[src/rtl/jk_updown_counter_pkg.sv]
// Shared definitions for the JK-based counter family: JK excitation codes,
// the counter's per-edge operating mode and the load clamp helper.
package jk_updown_counter_pkg;

    localparam logic [1:0] JK_HOLD   = 2'b00;
    localparam logic [1:0] JK_RESET  = 2'b01;
    localparam logic [1:0] JK_SET    = 2'b10;
    localparam logic [1:0] JK_TOGGLE = 2'b11;

    typedef enum logic [1:0] {
        MODE_HOLD  = 2'b00,
        MODE_LOAD  = 2'b01,
        MODE_COUNT = 2'b10
    } mode_t;

    // Values at or above the modulus collapse onto the top of the range.
    function automatic int unsigned clamp_mod(input int unsigned value,
                                              input int unsigned modulus);
        return (value >= modulus) ? modulus - 1 : value;
    endfunction

endpackage

[src/rtl/jk_updown_counter_jk_cell.sv]
// Single JK flip-flop with asynchronous active-low reset; one per counter bit.
module jk_cell
    import jk_updown_counter_pkg::*;
(
    input  logic clock,
    input  logic reset,
    input  logic j,
    input  logic k,
    output logic q
);

    // NOTE: state registers use non-blocking assignment so every cell samples
    // the pre-edge excitation regardless of process evaluation order.
    always_ff @(posedge clock or negedge reset) begin
        if (!reset) begin
            q <= 1'b0;
        end else begin
            case ({j, k})
                JK_HOLD:  q <= q;
                JK_RESET: q <= 1'b0;
                JK_SET:   q <= 1'b1;
                default:  q <= ~q;
            endcase
        end
    end

endmodule

[src/rtl/jk_updown_counter.sv]
// Modulo-MODULUS up/down counter whose state lives in a bank of JK cells.
// Define JK_COUNTER_SATURATE_EN to hold at the terminal value instead of wrapping.
module jk_updown_counter
    import jk_updown_counter_pkg::*;
#(
    parameter int WIDTH   = 4,
    parameter int MODULUS = 10
) (
    input  logic             clock,
    input  logic             reset,
    input  logic             enable,
    input  logic             up,
    input  logic             load,
    input  logic [WIDTH-1:0] load_value,
    output logic [WIDTH-1:0] count,
    output logic             tc,
    output logic             carry_out
);

    localparam logic [WIDTH-1:0] MAX_COUNT  = WIDTH'(MODULUS - 1);
    localparam bit               FULL_RANGE = (MODULUS == (1 << WIDTH));

    if (MODULUS < 2 || MODULUS > (1 << WIDTH)) begin : g_bad_modulus
        $error("jk_updown_counter: MODULUS out of range for WIDTH");
    end

    mode_t            mode;
    logic [WIDTH-1:0] inc_value;
    logic [WIDTH-1:0] dec_value;
    logic [WIDTH-1:0] next_count;
    logic [WIDTH-1:0] toggle;
    logic [WIDTH-1:0] j;
    logic [WIDTH-1:0] k;
    logic             at_max;
    logic             at_zero;
    logic             out_of_range;

    assign at_max       = (count == MAX_COUNT);
    assign at_zero      = (count == '0);
    assign out_of_range = FULL_RANGE ? 1'b0 : (count > MAX_COUNT);

    assign tc        = up ? at_max : at_zero;
    assign carry_out = tc & enable;

    // Step values; an out-of-range state re-enters at the start of the direction.
    always_comb begin
        inc_value = count + WIDTH'(1);
        dec_value = count - WIDTH'(1);
        if (!FULL_RANGE) begin
            if (at_max || out_of_range) inc_value = '0;
            if (at_zero || out_of_range) dec_value = MAX_COUNT;
        end
`ifdef JK_COUNTER_SATURATE_EN
        if (at_max)  inc_value = count;
        if (at_zero) dec_value = count;
`endif
    end

    // NOTE: every output of a combinational block gets a default first, so no
    // path through the priority chain can leave a latch behind.
    always_comb begin
        mode       = MODE_HOLD;
        next_count = count;
        if (load) begin
            mode       = MODE_LOAD;
            next_count = WIDTH'(clamp_mod(32'(load_value), MODULUS));
        end else if (enable) begin
            mode       = MODE_COUNT;
            next_count = up ? inc_value : dec_value;
        end
    end

    assign toggle = count ^ next_count;

    always_comb begin
        j = '0;
        k = '0;
        case (mode)
            MODE_LOAD: begin
                j = next_count;
                k = ~next_count;
            end
            MODE_COUNT: begin
                j = toggle;
                k = toggle;
            end
            default: begin
                j = '0;
                k = '0;
            end
        endcase
    end

    for (genvar i = 0; i < WIDTH; i++) begin : g_cell
        jk_cell u_cell (
            .clock (clock),
            .reset (reset),
            .j     (j[i]),
            .k     (k[i]),
            .q     (count[i])
        );
    end

endmodule

[config.mk]
export PLATFORM = sky130hd
export DESIGN_NAME = jk_updown_counter
export DESIGN_NICKNAME = d
export VERILOG_FILES = /design/src/rtl/jk_updown_counter_pkg.sv /design/src/rtl/jk_updown_counter_jk_cell.sv /design/src/rtl/jk_updown_counter.sv
export SDC_FILE = /design/constraint.sdc
export NUM_CORES = 1
export LEC_CHECK = 0
export BUFFER_PORTS_ARGS = -buffer_cell sky130_fd_sc_hd__buf_2
export CORE_AREA = 2 2 39 41
export DETAILED_ROUTE_END_ITERATION = 8
export DIE_AREA = 0 0 41 43
export SLEW_MARGIN = 20
export SYNTH_ARGS = -nofsm -noshare
export SYNTH_HDL_FRONTEND = slang
export SYNTH_SLANG_ARGS = --single-unit
export TNS_END_PERCENT = 100
[constraint.sdc]
create_clock -name clock -period 1.7 [get_ports clock]
set_input_delay 0.34 -clock clock [delete_from_list [all_inputs] [get_ports clock]]
set_output_delay 0.34 -clock clock [all_outputs]
set_load 0.01 [all_outputs]
==> results of run 1 <==
-- worst register-to-register path, cell delays in order (launching register included) --
cell     delay, ps
dfrtp_1        360
inv_2           50
ha_2           180
buf_4          140
nor3b_2        160
or3_1          320
a211o_1        270
a22oi_2        140
-- per-layer routing --
layer | global-route usage, % | up-vias
li1 | - | 249
met1 | 19.5 | 235
met2 | 23.8 | 15
met3 | 1.57 | 2
met4 | 12.0 | 0
met5 | 0 | -
-- cells by family (layout without fill, tap and decap cells) --
family	Yosys count	after routing	synth area share [%]
xor gates and xnor gates	1	1	1.83
AOI/OAI and AO/OA	17	17	25.8
and+or+nand+nor	22	22	27.7
adders and majority gates	3	3	7.83
DFF	4	4	20.9
buffers and inverters	12	31	15.9
-- through the flow --
stage	cells	cell area, um^2
2_1_floorplan	59	479
3_3_place_gp	88	561
3_5_place_dp	88	561
4_1_cts	94	644
5_1_grt	94	651
6_report	94	651
-- worst max path at each step --
| stage | slack (ps) | depth (start not counted) | endpoint | start |
|---|---|---|---|---|
| 2_1_floorplan | 20 | 6 | g_cell[1].u_cell.q$_DFFE_PN0P_ | g_cell[0].u_cell.q$_DFFE_PN0P_ |
| 3_3_place_gp | 30 | 7 | carry_out | g_cell[0].u_cell.q$_DFFE_PN0P_ |
| 3_5_place_dp | 30 | 6 | g_cell[2].u_cell.q$_DFFE_PN0P_ | g_cell[0].u_cell.q$_DFFE_PN0P_ |
| 4_1_cts | -150 | 7 | carry_out | g_cell[0].u_cell.q$_DFFE_PN0P_ |
| 5_1_grt | -240 | 7 | tc | g_cell[0].u_cell.q$_DFFE_PN0P_ |
| 6_report | -130 | 6 | carry_out | g_cell[0].u_cell.q$_DFFE_PN0P_ |
-- synthesized netlist by cell type, drive strengths merged (2+ instances only) --
master and number:
a21oi 3, nor3 2, inv 4, nand2b 2, dfrtp 4, buf 7
nor2 3, o21ai 4, o21a 2, nand2 5, nor3b 3, ha 3
-- layout make-up --
type                       instances  area [um^2]
fill                             142          733
multi-input combinational         43          345
timing repair buffer              24          148
sequential                         4          100
clock buffer                       3         22.5
tap                               16         20.0
inverter                           4         15.0
-- repair_timing --
| item | CTS | global route |
|---|---|---|
| gates resized for setup | 9 | 1 |
| setup buffers | 2 | 0 |
| setup endpoints to repair | 2 | 5 |
| hold endpoints to repair | 4 | 0 |
| hold buffers | 1 | 0 |
| pin swaps | 4 | 1 |
| gates cloned | 0 | 0 |
-- power by group through the flow --
stage                     sequential (mW)  clock, mW  combinational (mW)
after global placement              0.126          0               0.182
after detailed placement            0.126          0               0.181
final                               0.129      0.113               0.208
after floorplan                     0.121          0               0.134
after CTS                           0.128      0.120               0.203
after global routing                0.131      0.128               0.228
==> reports/qor.yml, run 1 <==
clock_network:
  htree_levels: 1
  insertion_delay_ps: 230
  root_buffer: "clkbuf_4"
  clock_path_buffers: 2
  numCtsBuffers: 3
  cts.sinks: 4
  cts_tree: "built"
  clk_pin_slew_ps: 30
synthesis:
  syn_avg_cell_area_um2: 8.12
  syn_inst: 59
  netlist_top_cells_area: "dfrtp_1 21%, ha_1 7.8%, buf_4 6.3%"
  synthArstFlopShare_pct: 100
  syn_nets: 71
  synth.top_cell.area_share_pct: 20.9
  synth-edff-count: 0
  ys.flop_type: "dfrtp_1"
  ys_types: 33
  yosysTopAreaCell: "dfrtp_1"
  ys_seq_area_share_pct: 20.9
  synth.yosys.warnings: 0
  synth_area_um2: 479
  ys_seq_elements: 4
finish:
  utilization_pct: 47.0
  areaGrowthSynthToFinish_pct: 35.8
  largest_reg_flops: 4
  top_regs: "g_cell.u_cell.q (4)"
  drive_above_1_share_pct: 47.4
  layout.nets: 92
  final_cell_mix: "14 x buf_2, 9 x buf_4, 5 x nand2_1"
  diodes: 0
  mostFrequentLayoutCell: "buf_2"
  top_register: "g_cell.u_cell.q"
power:
  p_seq_share_pct: 28.7
  p_int_mw: 0.292
  pwr-share-comb_pct: 46.3
  fin_total_pwr_mw: 0.449
  power_switching_share_pct: 34.9
  p_clk_share_pct: 25.0
  ir_drop_mv: 0.329
  power.leakage_nw: 0.300
  power.density_nw_per_um2: 691
  p_switching_mw: 0.157
critical_path:
  r2r_start: "g_cell[1].u_cell.q$_DFFE_PN0P_"
  cp_max_fo: 4
  cp_num_buf_inv: 3
  slowest_delay_ps: 380
  reg2reg_depth: 7
  crit_type: "flip-flop to output pin"
  critPathSlowestCell: "dfrtp_1"
  path_common_cell: "buf_4"
  crit_family: "buffers and inverters"
  cp-end-kind: "output pin"
  crit_chain: "buf_4 -> ha_2 -> buf_4 -> a31oi_4 -> nor3_2 -> buf_2"
  reg2reg_slack_ps: 0
  cp.required_ps: 1360
  r2r_end: "g_cell[1].u_cell.q$_DFFE_PN0P_"
  start_kind: "flip-flop"
  arrival_ps: 1490
timing:
  report.final.hold_viol_count: 0
  fin_hold_ws_ps: 362
  slew_headroom_pct: 74.5
  finalSetupTns_ps: -263
  report.final.setup_viol: 2
  rsz0062_at_grt: "yes"
  worstMarginPinSlew_ps: 382
  finalMaxSlewViolations: 0
  clock.fmax_ghz: 0.546
  min_period_ps: 1830
  fin_skew_ps: 0.673
  final.setup.worst_slack_ps: -133
  fin_crit_sh_pct: 108
die:
  fp-row-count: 14
  chipHeight_um: 43
  start_util_pct: 34.6
  core-area_um2: 1380
  die_area_um2: 1760
  io_pins: 15
  die_w_um: 41
detailed_routing:
  drt_wl_total_mm: 1.21
  drt-met1-wl_um: 526
  drt_first_pass_iters: 4
  wl_per_cell_um: 12.9
  vias: 501
  met2WireLength_um: 618
  viasPerCell: 5.33
  drc_errors: 0
  highest_layer: "met4"
  drtAntennaViolNets: 0
  wl_met3_um: 46
  drt_iter0_drc: 8
global_routing:
  grt.overflow.total: 0
  grt_max_degree: 12
  grt_pass1_vias: 441
  grt_pass1_wl_mm: 1.81
  antenna_found_initial: 0
  grtUsageTotal_pct: 15.8
run_status:
  status: "complete, but fails checks"
  violations: "setup timing"
flow_run:
  drv_cap: 0
placement:
  routabilityCongestion: 0.790
  numPortBuffers: 14
  hpwl_um: 862
  place_ws_ps: 27.1
min_path:
  min_path_cells: 2
  min_to: "g_cell[2].u_cell.q$_DFFE_PN0P_"
  holdCritPathClass: "primary input to flip-flop"
  hp-start: "load_value[3]"
No activity file was read; power rests on OpenSTA's default activity.
==> inputs of run 2 (changes only) <==
--- a/config.mk
+++ b/config.mk
@@ -6,9 +6,12 @@
 export NUM_CORES = 1
 export LEC_CHECK = 0
 export BUFFER_PORTS_ARGS = -buffer_cell sky130_fd_sc_hd__buf_2
-export CORE_AREA = 2 2 39 41
+export CELL_PAD_IN_SITES_DETAIL_PLACEMENT = 0
+export CELL_PAD_IN_SITES_GLOBAL_PLACEMENT = 1
+export CORE_MARGIN = 5
+export CORE_UTILIZATION = 31
 export DETAILED_ROUTE_END_ITERATION = 8
-export DIE_AREA = 0 0 41 43
+export PLACE_DENSITY_LB_ADDON = 0.1
 export SLEW_MARGIN = 20
 export SYNTH_ARGS = -nofsm -noshare
 export SYNTH_HDL_FRONTEND = slang
==> run 2 against run 1 <==
Net effect: the flow still finishes with violations (setup timing); wire length rose by 3.2%; via count rose by 3.0%; sequential power barely moved; cell area rose by 2.7%; sequential cell count did not move; non-clock buffer count rose by 1; global-route usage fell by 4.5 points; count of clock-buffer cells in the layout did not move; clock power barely moved; register-to-register slack barely moved; critical path depth did not move; worst hold slack improved by 11 ps; largest cell class unchanged; largest power group unchanged.
==> reports/qor.yml, run 2 (same netlist as run 1, synthesis figures left out) <==
clock_network:
  cts.sinks: 4  # unchanged
  cts_tree: "built"
  htree_levels: 1  # unchanged
  root_buffer: "clkbuf_4"
  clock_path_buffers: 2  # unchanged
  insertion_delay_ps: 230  # about the same
  clk_pin_slew_ps: 40  # about the same
  numCtsBuffers: 3  # unchanged
finish:
  mostFrequentLayoutCell: "buf_2"
  layout.nets: 93  # +1.1%
  areaGrowthSynthToFinish_pct: 39.4
  utilization_pct: 44.9  # -2.1 points
  largest_reg_flops: 4  # unchanged
  final_cell_mix: "14 x buf_2, 10 x buf_4, 5 x nand2_1"
  stdcell_area_um2: 668  # +2.7%
  drive_above_1_share_pct: 46.8  # -0.60 points
  top_register: "g_cell.u_cell.q"
  finalNonFillerCells: 95  # +1.1%
  diodes: 0  # unchanged
  top_regs: "g_cell.u_cell.q (4)"
power:
  p_seq_share_pct: 27.1  # -1.6 points
  power.leakage_nw: 0.303  # +1.0%
  p_int_mw: 0.298  # +2.0%
  ir_drop_mv: 0.279  # -15%
  power_switching_share_pct: 35.6  # +0.63 points
  power.density_nw_per_um2: 693  # +0.26%
  p_clk_share_pct: 24.9  # about the same
  pwr-share-comb_pct: 48.0  # +1.7 points
  p_switching_mw: 0.165  # +4.8%
placement:
  numPortBuffers: 14  # unchanged
  placed_cells: 89  # +1.1%
  hpwl_um: 950  # +10%
  routabilityCongestion: 0.722  # -8.6%
  dpl-instance-area_um2: 568  # +1.3%
run_status:
  violations: "setup timing"
  status: "complete, but fails checks"
global_routing:
  grt_pass1_vias: 466  # +5.7%
  grtUsageTotal_pct: 11.3  # -4.5 points
  antenna_found_initial: 0  # unchanged
  grt.overflow.total: 0  # unchanged
  grt_pass1_wl_mm: 2.15  # +18%
  grt_max_degree: 11  # -1
die:
  fp-row-count: 14  # unchanged
  start_util_pct: 32.2  # -2.4 points
  io_pins: 15  # unchanged
  core-area_um2: 1490  # +7.6%
  chipHeight_um: 49.3  # +15%
  die_area_um2: 2430  # +38%
  die_w_um: 49.3  # +20%
timing:
  fin_crit_sh_pct: 106  # -1.6 points
  finalSetupTns_ps: -200  # +62.7 ps
  report.final.hold_viol_count: 0  # unchanged
  rsz0062_at_grt: "yes"
  worstMarginPinSlew_ps: 352  # -30.4 ps
  final.setup.worst_slack_ps: -105  # +27.7 ps
  fin_skew_ps: 0.165  # -0.508 ps
  finalMaxSlewViolations: 0  # unchanged
  slew_headroom_pct: 76.5  # +2.0 points
  report.final.setup_viol: 2  # unchanged
  clock.fmax_ghz: 0.554  # +1.5%
  min_period_ps: 1810  # -27.7 ps
detailed_routing:
  drtAntennaViolNets: 0  # unchanged
  drc_errors: 0  # unchanged
  drt_wl_total_mm: 1.25  # +3.2%
  drt_first_pass_iters: 4  # unchanged
  viasPerCell: 5.43  # +1.9%
  vias: 516  # +3.0%
  drt_iter0_drc: 6  # -2
  wl_per_cell_um: 13.1  # +2.1%
min_path:
  holdCritPathClass: "primary input to flip-flop"
critical_path:
  cp_max_fo: 3  # -1
  slowest_delay_ps: 390  # about the same
  cp.required_ps: 1360  # about the same
  critPathSlowestCell: "dfrtp_1"
  reg2reg_slack_ps: 10  # about the same
  cp-end-kind: "output pin"
  arrival_ps: 1470  # -20 ps
  path_common_cell: "buf_4"
  crit_type: "flip-flop to output pin"
  start_kind: "flip-flop"
  crit_chain: "buf_4 -> ha_4 -> buf_4 -> a31oi_4 -> nor2_1 -> buf_2"
flow_run:
  drv_cap: 0  # unchanged
-- run 2: cell types whose count changed in the layout (fill, tap and decap cells not counted) --
cell      before  now
ha_2           2    0
or4_1          0    1
inv_2          1    2
o221ai_2       1    0
buf_4          9   10
inv_1          3    2
ha_4           0    2
o221ai_1       0    1
or4_4          1    0
-- run 2: layout make-up --
type | count | area, um^2
Multi-Input combinational cell | 43 | 355
Tap cell | 16 | 20.0
Inverter | 4 | 15.0
Sequential cell | 4 | 100
Timing Repair Buffer | 25 | 155
Clock buffer | 3 | 22.5
Fill cell | 149 | 821
-- run 2: through the flow --
step	hold WS (ps)	worst slack (ps)	power [mW]
finish	373	-105	0.463
global route	353	-212	0.511
CTS	370	-135	0.456
detailed placement	148	36.9	0.312
global placement	147	9.74	0.319
floorplan	44.4	21.0	0.255
-- run 2: worst max-delay path: cells and delay by family, from the launching register on --
kind	cells	cell delay, ps
AOI/OAI and AO/OA	1	190
DFF	1	390
buffers and inverters	3	430
adders and majority gates	1	160
and+or+nand+nor	1	60
-- run 2: metal layers --
layer  global-route usage, %  part of all wire, %  wire length [um]
met3                    3.98                  4.6                57
met1                    14.2                   45               563
met5                       0                    0                 0
met2                    17.0                   49               618
met4                    5.38                 0.80                10
-- run 2: path summary, 6_finish.rpt --
kind                                                  endpoint  cells past startpoint                           start
worst max-delay path                                        tc                      6  g_cell[0].u_cell.q$_DFFE_PN0P_
worst min-delay path            g_cell[1].u_cell.q$_DFFE_PN0P_                      3                   load_value[1]
worst max register to register  g_cell[1].u_cell.q$_DFFE_PN0P_                      7  g_cell[0].u_cell.q$_DFFE_PN0P_
worst min register to register  g_cell[2].u_cell.q$_DFFE_PN0P_                      2  g_cell[2].u_cell.q$_DFFE_PN0P_
max in group asynchronous       g_cell[1].u_cell.q$_DFFE_PN0P_                      2                           reset
min in group asynchronous       g_cell[3].u_cell.q$_DFFE_PN0P_                      2                           reset
-- run 2: timing repair --
action,in CTS,in global routing
buffers inserted,0,2
hold buffers,1,0
hold endpoints to repair,4,0
resized for setup,9,2
pin swaps,0,2
endpoints found under the setup margin,2,2
-- run 2: power by group through the flow --
stage          Sequential [mW]  Combinational [mW]  Clock (mW)
2_1_floorplan            0.121               0.134           0
3_3_place_gp             0.123               0.196           0
3_5_place_dp             0.123               0.189           0
4_1_cts                  0.126               0.210       0.120
5_1_grt                  0.127               0.244       0.139
6_report                 0.126               0.222       0.115
==> inputs of run 3 (changes only) <==
==> constraint.sdc (replaced) <==
create_clock -name clock -period 1.53 [get_ports clock]
set_input_delay 0.0765 -clock clock [delete_from_list [all_inputs] [get_ports clock]]
set_output_delay 0.0765 -clock clock [all_outputs]
set_load 0.01 [all_outputs]
==> run 3 against run 2 <==
Net effect: critical path type is now flip-flop to flip-flop; the flow still finishes with violations (setup timing); largest power group unchanged; critical path depth unchanged; total power is 10% higher; setup slack got worse by 4.8 ps; clock power grew 12%; cell area decreased by 1.7%; sequential power grew 14%.
==> reports/qor.yml, run 3 (same netlist as run 1, synthesis figures left out) <==
run_status:
  status: "complete, but fails checks"
  violations: "setup timing"
critical_path:
  slowest_delay_ps: 430  # +40 ps
  cp_max_fo: 6  # +3
  critPathSlowestCell: "or4_4"
  cp.required_ps: 1670  # +310 ps
  arrival_ps: 1780  # +310 ps
  crit_chain: "buf_4 -> ha_1 -> nand2b_1 -> o311a_1 -> or4_4 -> o221ai_1"
  start_kind: "flip-flop"
  crit_type: "flip-flop to flip-flop"
  cp-end-kind: "flip-flop"
clock_network:
  root_buffer: "clkbuf_4"
  insertion_delay_ps: 230  # about the same
  htree_levels: 1  # unchanged
  cts_tree: "built"
  cts.sinks: 4  # unchanged
  clock_path_buffers: 2  # unchanged
  numCtsBuffers: 3  # unchanged
  clk_pin_slew_ps: 40  # about the same
die:
  die_area_um2: 2430  # unchanged
  chipHeight_um: 49.3  # unchanged
  start_util_pct: 32.2  # unchanged
  fp-row-count: 14  # unchanged
  die_w_um: 49.3  # unchanged
  io_pins: 15  # unchanged
  core-area_um2: 1490  # unchanged
finish:
  final_cell_mix: "14 x buf_2, 8 x buf_4, 5 x nand2_1"
  top_register: "g_cell.u_cell.q"
  layout.nets: 91  # -2.2%
  diodes: 0  # unchanged
  top_regs: "g_cell.u_cell.q (4)"
  utilization_pct: 44.1  # -0.76 points
  mostFrequentLayoutCell: "buf_2"
  areaGrowthSynthToFinish_pct: 37.1
  stdcell_area_um2: 657  # -1.7%
  largest_reg_flops: 4  # unchanged
  drive_above_1_share_pct: 48.1  # +1.2 points
global_routing:
  grt_pass1_vias: 486  # +4.3%
  grtUsageTotal_pct: 11.4  # +0.12 points
  grt.overflow.total: 0  # unchanged
  antenna_found_initial: 0  # unchanged
  grt_pass1_wl_mm: 2.18  # +1.6%
  grt_max_degree: 12  # +1
timing:
  min_period_ps: 1640
  rsz0062_at_grt: "yes"
  slew_headroom_pct: 73.4  # -3.2 points
  clock.fmax_ghz: 0.610
  fin_skew_ps: 1.17  # +1.01 ps
  report.final.hold_viol_count: 0  # unchanged
  fin_crit_sh_pct: 107
  finalMaxSlewViolations: 0  # unchanged
  final.setup.worst_slack_ps: -110  # -4.78 ps
  worstMarginPinSlew_ps: 400  # +47.8 ps
  report.final.setup_viol: 4  # +2
power:
  p_seq_share_pct: 28.3  # +1.2 points
  p_int_mw: 0.329  # +10%
  power.leakage_nw: 0.295  # -2.9%
  power.density_nw_per_um2: 776  # +12%
  ir_drop_mv: 0.396  # +42%
  fin_total_pwr_mw: 0.510  # +10%
  pwr-share-comb_pct: 46.4  # -1.6 points
  p_switching_mw: 0.181  # +10%
  power_switching_share_pct: 35.6  # about the same
  p_clk_share_pct: 25.2  # +0.3 points
placement:
  dpl-instance-area_um2: 571  # +0.44%
  hpwl_um: 997  # +4.9%
  numPortBuffers: 14  # unchanged
  routabilityCongestion: 0.734  # +1.8%
detailed_routing:
  drtAntennaViolNets: 0  # unchanged
  drc_errors: 0  # unchanged
  drt_first_pass_iters: 4  # unchanged
  viasPerCell: 5.38  # -1.0%
  drt_iter0_drc: 5  # -1
  vias: 500  # -3.1%
  wl_per_cell_um: 13.8  # +4.7%
  drt_wl_total_mm: 1.28  # +2.5%
min_path:
  holdCritPathClass: "primary input to flip-flop"
flow_run:
  drv_cap: 0  # unchanged
==> run 3: cell count changes in the layout (fill, tap and decap cells not counted) <==
cell,change
or4_1,-1
ha_4,-1
nor3b_4,+1
o21ai_1,-1
or4_4,+1
ha_2,+1
o21ai_2,+1
nor3b_2,-1
buf_4,-2
==> run 3: final timing paths <==
path / start / end / slack, ps / depth (start not counted)
setup / recovery: g_cell[0].u_cell.q$_DFFE_PN0P_ / g_cell[2].u_cell.q$_DFFE_PN0P_ / -110 / 6
hold / removal: load_value[1] / g_cell[1].u_cell.q$_DFFE_PN0P_ / 110 / 3
setup reg to reg: g_cell[0].u_cell.q$_DFFE_PN0P_ / g_cell[2].u_cell.q$_DFFE_PN0P_ / -110 / 6
hold reg to reg: g_cell[2].u_cell.q$_DFFE_PN0P_ / g_cell[2].u_cell.q$_DFFE_PN0P_ / 760 / 2
max in group asynchronous: reset / g_cell[3].u_cell.q$_DFFE_PN0P_ / 1230 / 2
min in group asynchronous: reset / g_cell[0].u_cell.q$_DFFE_PN0P_ / 180 / 2
==> run 3: layout make-up <==
| type | instances | area (um^2) |
|---|---|---|
| Clock buffer | 3 | 22.5 |
| Fill cell | 152 | 832 |
| Inverter | 4 | 15.0 |
| Multi-Input combinational cell | 43 | 359 |
| Sequential cell | 4 | 100 |
| Tap cell | 16 | 20.0 |
| Timing Repair Buffer | 23 | 140 |
==> run 3: through the flow <==
stage | setup slack [ps] | instances | hold slack (ps) | setup TNS (ps)
6_report | -110 | 93 | 111 | -245
5_1_grt | -170 | 93 | 129 | -736
4_1_cts | -97.3 | 93 | 109 | -354
3_5_place_dp | -133 | 89 | -118 | -180
3_3_place_gp | -171 | 89 | -120 | -207
2_1_floorplan | -67.1 | 59 | -219 | -90.1
==> run 3: critical path, delay by kind of cell (launching register included) <==
kind | cells | cell delay [ps]
and+or+nand+nor | 2 | 570
DFF | 1 | 400
AOI/OAI and AO/OA | 2 | 220
adders and majority gates | 1 | 200
buffers and inverters | 1 | 170
==> run 3: power by group through the flow <==
stage	combinational, mW	sequential [mW]	clock [mW]
after floorplan	0.150	0.134	0
after global placement	0.213	0.141	0
after detailed placement	0.209	0.140	0
after CTS	0.228	0.140	0.133
after global routing	0.264	0.147	0.136
final	0.237	0.144	0.129
==> run 3: what timing repair did <==
item	CTS	global route
hold buffers	1	0
pin swaps	0	2
setup buffers	0	0
resized for setup	4	8
endpoints found under the setup margin	4	6
endpoints found under the hold margin	4	0
==> run 3: routing by layer <==
layer	up-vias	part of all wire, %	wire (um)	GRT usage (%)
li1	246	-	-	-
met1	239	44	566	14.0
met2	15	50	645	18.5
met3	0	5.4	69	1.83
met4	0	0	0	6.73
met5	-	0	0	0
